### src/rtl/irq_timer_bank.sv
// irq_timer_bank: N_CH compare/count timers behind a shared prescaler, raising one
// trap request for the lowest enabled pending channel and tracking it to end-of-interrupt.
//
// state | meaning
// IDLE  | no request outstanding; scanning PEND & IE
// REQ   | irq asserted for irq_id, waiting for irq_ack
// SVC   | handler running, waiting for irq_eoi
module irq_timer_bank #(
    parameter int N_CH  = 4,
    parameter int CNT_W = 32,
    parameter int PSC_W = 8,
    localparam int AW   = $clog2(N_CH) + 2,
    localparam int IDW  = (N_CH > 1) ? $clog2(N_CH) : 1
) (
    input  logic           clk,
    input  logic           rst,
    input  logic [AW-1:0]  addr,
    input  logic [31:0]    wdata,
    input  logic           wr_en,
    input  logic           rd_en,
    output logic [31:0]    rdata,
    output logic           irq,
    output logic [IDW-1:0] irq_id,
    input  logic           irq_ack,
    input  logic           irq_eoi
);

    typedef enum logic [1:0] {S_IDLE, S_REQ, S_SVC} state_t;

    state_t state, state_nx;

    logic [AW-1:0]    ch_sel;
    logic [1:0]       reg_sel;
    logic [N_CH-1:0]  wr_cmp, wr_ctrl, wr_cnt, wr_stat;

    logic [PSC_W-1:0] psc, psc_cnt;
    logic             tick;

    logic [CNT_W-1:0] cmp [N_CH];
    logic [CNT_W-1:0] cnt [N_CH];
    logic [N_CH-1:0]  en, per, ie, pend;
    logic [N_CH-1:0]  tick_ev, match, eoi_clr, req;
    logic [IDW-1:0]   req_id;
    logic             eoi_done;
    logic [31:0]      rd_val;

    assign ch_sel  = addr >> 2;
    assign reg_sel = addr[1:0];

    always_comb begin
        wr_cmp  = '0;
        wr_ctrl = '0;
        wr_cnt  = '0;
        wr_stat = '0;
        for (int i = 0; i < N_CH; i++) begin
            if (wr_en && (ch_sel == AW'(i))) begin
                wr_cmp[i]  = (reg_sel == 2'd0);
                wr_ctrl[i] = (reg_sel == 2'd1);
                wr_cnt[i]  = (reg_sel == 2'd2);
                wr_stat[i] = (reg_sel == 2'd3);
            end
        end
    end

    // Up-count with >= so that lowering PSC mid-period never stalls the tick.
    assign tick = (psc_cnt >= psc);

    always_ff @(posedge clk) begin
        if (rst) begin
            psc_cnt <= '0;
            psc     <= '0;
        end else begin
            psc_cnt <= tick ? '0 : psc_cnt + PSC_W'(1);
            if (wr_stat[0]) psc <= wdata[16 +: PSC_W];
        end
    end

    // A software write to CNT or CTRL swallows that channel's tick entirely.
    always_comb begin
        tick_ev = '0;
        match   = '0;
        eoi_clr = '0;
        for (int i = 0; i < N_CH; i++) begin
            tick_ev[i] = tick && en[i] && !wr_cnt[i] && !wr_ctrl[i];
            match[i]   = tick_ev[i] && (cnt[i] == cmp[i]);
            eoi_clr[i] = eoi_done && (irq_id == IDW'(i));
        end
    end

    always_ff @(posedge clk) begin
        if (rst) begin
            for (int i = 0; i < N_CH; i++) begin
                cmp[i] <= '0;
                cnt[i] <= '0;
            end
            en   <= '0;
            per  <= '0;
            ie   <= '0;
            pend <= '0;
        end else begin
            for (int i = 0; i < N_CH; i++) begin
                if (wr_cmp[i]) cmp[i] <= wdata[CNT_W-1:0];

                if (wr_ctrl[i]) begin
                    en[i]  <= wdata[0];
                    per[i] <= wdata[1];
                    ie[i]  <= wdata[2];
                end else if (match[i] && !per[i]) begin
                    en[i] <= 1'b0;
                end

                if (wr_cnt[i]) begin
                    cnt[i] <= wdata[CNT_W-1:0];
                end else if (match[i]) begin
                    if (per[i]) cnt[i] <= '0;
                end else if (tick_ev[i]) begin
                    cnt[i] <= cnt[i] + CNT_W'(1);
                end

                if (match[i]) begin
                    pend[i] <= 1'b1;
                end else if ((wr_stat[i] && wdata[0]) || eoi_clr[i]) begin
                    pend[i] <= 1'b0;
                end
            end
        end
    end

    always_comb begin
        rd_val = '0;
        for (int i = 0; i < N_CH; i++) begin
            if (ch_sel == AW'(i)) begin
                case (reg_sel)
                    2'd0: rd_val = 32'(cmp[i]);
                    2'd1: rd_val = {29'd0, ie[i], per[i], en[i]};
                    2'd2: rd_val = 32'(cnt[i]);
                    default: begin
                        rd_val = {31'd0, pend[i]};
                        if (i == 0) rd_val[16 +: PSC_W] = psc;
                    end
                endcase
            end
        end
    end

    always_ff @(posedge clk) begin
        if (rst)        rdata <= '0;
        else if (rd_en) rdata <= rd_val;
    end

    assign req = pend & ie;

    always_comb begin
        req_id = '0;
        for (int i = N_CH - 1; i >= 0; i--) begin
            if (req[i]) req_id = IDW'(i);
        end
    end

    always_ff @(posedge clk) begin
        if (rst) state <= S_IDLE;
        else     state <= state_nx;
    end

    always_comb begin
        state_nx = state;
        case (state)
            S_IDLE: if (|req) state_nx = S_REQ;
            S_REQ: begin
                if (!req[irq_id]) state_nx = S_IDLE;
                else if (irq_ack) state_nx = S_SVC;
            end
            S_SVC:  if (irq_eoi) state_nx = S_IDLE;
            default: state_nx = S_IDLE;
        endcase
    end

    always_comb begin
        irq      = (state == S_REQ);
        eoi_done = (state == S_SVC) && irq_eoi;
    end

    always_ff @(posedge clk) begin
        if (rst)                          irq_id <= '0;
        else if (state == S_IDLE && |req) irq_id <= req_id;
    end

endmodule

### config.mk
export PLATFORM = sky130hd
export DESIGN_NAME = irq_timer_bank
export DESIGN_NICKNAME = d
export VERILOG_FILES = /design/src/rtl/irq_timer_bank.sv
export SDC_FILE = /design/constraint.sdc
export NUM_CORES = 1
export LEC_CHECK = 0
export CELL_PAD_IN_SITES_DETAIL_PLACEMENT = 0
export CELL_PAD_IN_SITES_GLOBAL_PLACEMENT = 2
export CORE_ASPECT_RATIO = 0.75
export CORE_MARGIN = 2
export CORE_UTILIZATION = 37
export CTS_CLUSTER_DIAMETER = 60
export DETAILED_ROUTE_END_ITERATION = 6
export GPL_TIMING_DRIVEN = 0
export PLACE_DENSITY = 0.88
export SYNTH_ARGS = -nofsm -noshare
export SYNTH_HDL_FRONTEND = slang
export SYNTH_SLANG_ARGS = --single-unit
### constraint.sdc
create_clock -name clk -period 5.1 [get_ports clk]
set_clock_uncertainty 0.2 [all_clocks]
set_input_delay 1.275 -clock clk [delete_from_list [all_inputs] [get_ports clk]]
set_output_delay 1.275 -clock clk [all_outputs]
set_load 0.005 [all_outputs]
==> results.txt, run 1 <==
----------------------------------------------------
[Status]
  Result of the run ... finished, violations left
  Failing checks ... DRC

[Worst setup path]
  Register-to-register setup slack ... 1.20 ns
  RR Startpoint ... psc_cnt[0]
  Setup crit start kind ... input pin
  Worst-path maximum fanout ... 10
  Critical path data arrival time ... 4.49 ns
  Launch point of the critical path ... rst
  Crit path kind ... in -> reg
  Critical path required time ... approximately 5.2 ns
  Critical path endpoint category ... flip-flop

[CTS]
  Clock Latency Late Sink ... between 0.5 and 0.6 ns
  Clock Pin Slew Worst Setup and Hold Paths ... 0.06 ns
  Number of buffers on the longest clock path ... 3
  Setup repair bufs after CTS ... 0
  Total CTS buffers ... 38
  H-tree levels ... 2
  Sink Count ... 324
  TritonCTS clock tree ... built
  Hold-fix buffers at CTS ... 0
  Count of cells resized by post-cts repair ... 0
  Cell at the root of the clock tree ... sky130_fd_sc_hd__clkbuf_16

[Floorplanning]
  Count of boundary I/O pins ... between 70 and 80
  Standard cell core area ... between 50000 and 60000 um^2
  Cell row count ... approximately 70
  Die Width ... ~270 um
  Initial core utilization ... 37.7%
  Full die area ... between 50000 and 60000 um^2
  Die span in y ... roughly 200 um

[STA]
  TNS Setup ... 0 ns
  Transition time of the tightest slew-check pin ... around 1.3 ns
  Number of hold violations in the final report ... 0
  Final-report max-slew violation count ... 0
  Minimum clock period ... between 4 and 5 ns
  Worst slew margin relative to its limit ... about 15%
  Achievable Freq ... about 230 MHz
  Final-report setup violation count ... 0
  Part of the cycle the worst path needs ... between 80 and 90%
  Setup repair after global routing missed its margin ... no
  Final worst hold slack ... between 0.2 and 0.3 ns

[Global route]
  Via count of the first global-routing pass ... between 15000 and 20000
  Maximum number of pins on one net before global-route repair ... 33
  Wire length of the first global-routing pass ... about 120000 um
  Total Routing Usage GR ... a little over 30%
  Aggregate global routing overflow ... 0
  Antenna violations before repair ... 12

[Layout]
  Layout Area Growth over Synthesis ... 15.4%
  Most common library cell in the layout ignoring fill and taps ... sky130_fd_sc_hd__edfxtp_1
  Summed area of non-filler cells in the final layout ... between 20000 and 25000 um^2
  Layout Cells excl Fill ... about 2800
  Layout Utilization ... between 40% and 50%
  Final nets ... about 2100
  Layout cells sized above 1 ... roughly 9%
  Commonest cells after routing, fill and taps aside ... sky130_fd_sc_hd__edfxtp_1 (256), sky130_fd_sc_hd__nand2_1 (227), sky130_fd_sc_hd__xor2_1 (190), sky130_fd_sc_hd__and2_1 (138), sky130_fd_sc_hd__o31ai_1 (129)

[Yosys]
  Complex-gate fraction of the synthesized area ... between 10% and 20%
  Sequential area share after synthesis ... a little under half
  Number of enable-type register cells in the synthesized netlist ... ~260
  Proportion of synthesized area in mux cells ... 5.64%
  Post-Synth XOR/XNOR Area ... between 10% and 20%
  Fraction of the mapped netlist area in simple logic gates ... around 19%
  Count of different cell masters after synthesis ... 65
  Post-Synthesis Net Count ... approximately 2000
  Mean Syn Cell Area ... a little over 10 um^2
  Number of instances in the synthesized netlist ... 1905
  Fraction of post-synthesis cell area in the top cell type by area ... 39.4%
  Yosys reg bits ... approximately 320
  Post-synthesis cell area ... 19500 um^2
  Adder-Cell Fraction of Synth Area ... less than 1%
  Main combinational cell family by area after synthesis ... simple AND/OR/NAND/NOR gates
  Dominant cell type by area after synthesis ... sky130_fd_sc_hd__edfxtp_1
  Commonest register cell after synthesis ... sky130_fd_sc_hd__edfxtp_1
  Total number of yosys warnings ... 0
  Top cells by area in the synthesized netlist ... sky130_fd_sc_hd__edfxtp_1 (39%), sky130_fd_sc_hd__xor2_1 (8.5%), sky130_fd_sc_hd__dfxtp_1 (7.0%)
  Async set-or-reset flop fraction in the synthesized netlist ... 0%

[Detailed routing]
  Total Routed Length ... 86400 um
  Vias per cell ... between 6 and 7
  Number of nets with antenna violations after detailed routing ... 0
  Drc violations ... just over 40
  Total vias in the final route ... around 17000
  Final routed wire length divided by cell count ... about 31 um
  Number of design-rule violations left by the first detailed-router iteration ... between 2000 and 3000
  TritonRoute pass-1 iters ... 7

[Placement]
  HPWL after detailed placement ... 64200 um
  Number of buffers added on ports ... 71
  Number of placed instances with taps included ... ~2700
  Area of placed instances ... 21300 um^2
  Final estimated routing congestion in global placement ... around 1.0

[Job]
  Number of maximum-capacitance constraint violations ... 0

[Power and ir drop]
  Leakage Power ... about 7.5 nW
  Largest vdd supply drop ... about 0.19 mV
  Pwr/cell area ... 299 nW/um^2

[Min path]
  Min-delay src ... rdata[31]
  Hold Path Class ... reg -> reg

----------------------------------------------------
[power breakdown]
group	internal (W)	switching, W
Sequential	0.00298	0.000174
Clock	0.00149	0.00120
Combinational	0.000285	0.000612
[cells in the mapped netlist (51+ instances only)]
| cell | n |
|---|---|
| sky130_fd_sc_hd__and2_1 | 138 |
| sky130_fd_sc_hd__clkbuf_1 | 87 |
| sky130_fd_sc_hd__dfxtp_1 | 68 |
| sky130_fd_sc_hd__edfxtp_1 | 256 |
| sky130_fd_sc_hd__mux2i_1 | 57 |
| sky130_fd_sc_hd__nand2_1 | 227 |
| sky130_fd_sc_hd__nand3_1 | 68 |
| sky130_fd_sc_hd__nand4_1 | 65 |
| sky130_fd_sc_hd__nor2_1 | 63 |
| sky130_fd_sc_hd__o21ai_0 | 51 |
| sky130_fd_sc_hd__o31ai_1 | 129 |
| sky130_fd_sc_hd__xnor2_1 | 64 |
| sky130_fd_sc_hd__xor2_1 | 190 |
[flip-flops by register name, summed over array words and instances (netlist names)]
signal	count
state	2
per	4
en	4
irq_id	2
rdata	32
cmp	128
pend	4
psc	8
cnt	128
ie	4
psc_cnt	8
[cells by family after synthesis]
kind of cell	count (synthesis)
AOI/OAI and AO/OA	338
xor gates and xnor gates	254
adders and majority gates	13
buffers and inverters	184
DFF	324
muxes	89
and+or+nand+nor	703
[stage by stage]
| stage | power, W | setup slack (ns) |
|---|---|---|
| final | 0.00674 | 0.666 |
| after CTS | 0.00670 | 0.902 |
| after detailed placement | 0.00406 | 0.332 |
| after global placement | 0.00404 | -2.22 |
| after global routing | 0.00687 | 0.811 |
| after floorplan | 0.00357 | -0.0417 |
[metal layers]
layer | vias to the layer above | track usage [%] | part of all wire [%]
met5 | - | 0 | 0
li1 | 7269 | - | -
met4 | 0 | 9.16 | 3.3
met3 | 157 | 8.42 | 13
met1 | 8562 | 47.0 | 44
met2 | 1117 | 42.7 | 39
[final cells by class]
type | instances | area [um^2]
clock buffer | 51 | 1070
multi-input combinational | 1397 | 9760
clock inverter | 18 | 109
fill | 5026 | 29300
tap | 703 | 880
timing repair buffer | 81 | 868
buffer | 150 | 651
antenna | 3 | 7.51
sequential | 324 | 9050
inverter | 34 | 128
[worst max-delay path, stage by stage]
cell and delay [ns]:
sky130_fd_sc_hd__clkbuf_1 0.67, sky130_fd_sc_hd__inv_1 0.70, sky130_fd_sc_hd__nand2_1 0.21, sky130_fd_sc_hd__buf_2 0.47, sky130_fd_sc_hd__buf_1 0.94, sky130_fd_sc_hd__o31ai_1 0.20
[worst paths after layout]
kind	end	cells past startpoint
worst max-delay path	cnt[1][1]	6
worst min-delay path	rdata[31]	2
worst max register to register	cnt[1][1]	9
worst min register to register	rdata[31]	2
(Power assumes the default switching activity.)
==> run 2: changes to the inputs <==
ABC_AREA = 0   (was unset)
==> results of run 2 <==
No change in the layout: final DEF, timing and power equal those of run 1.
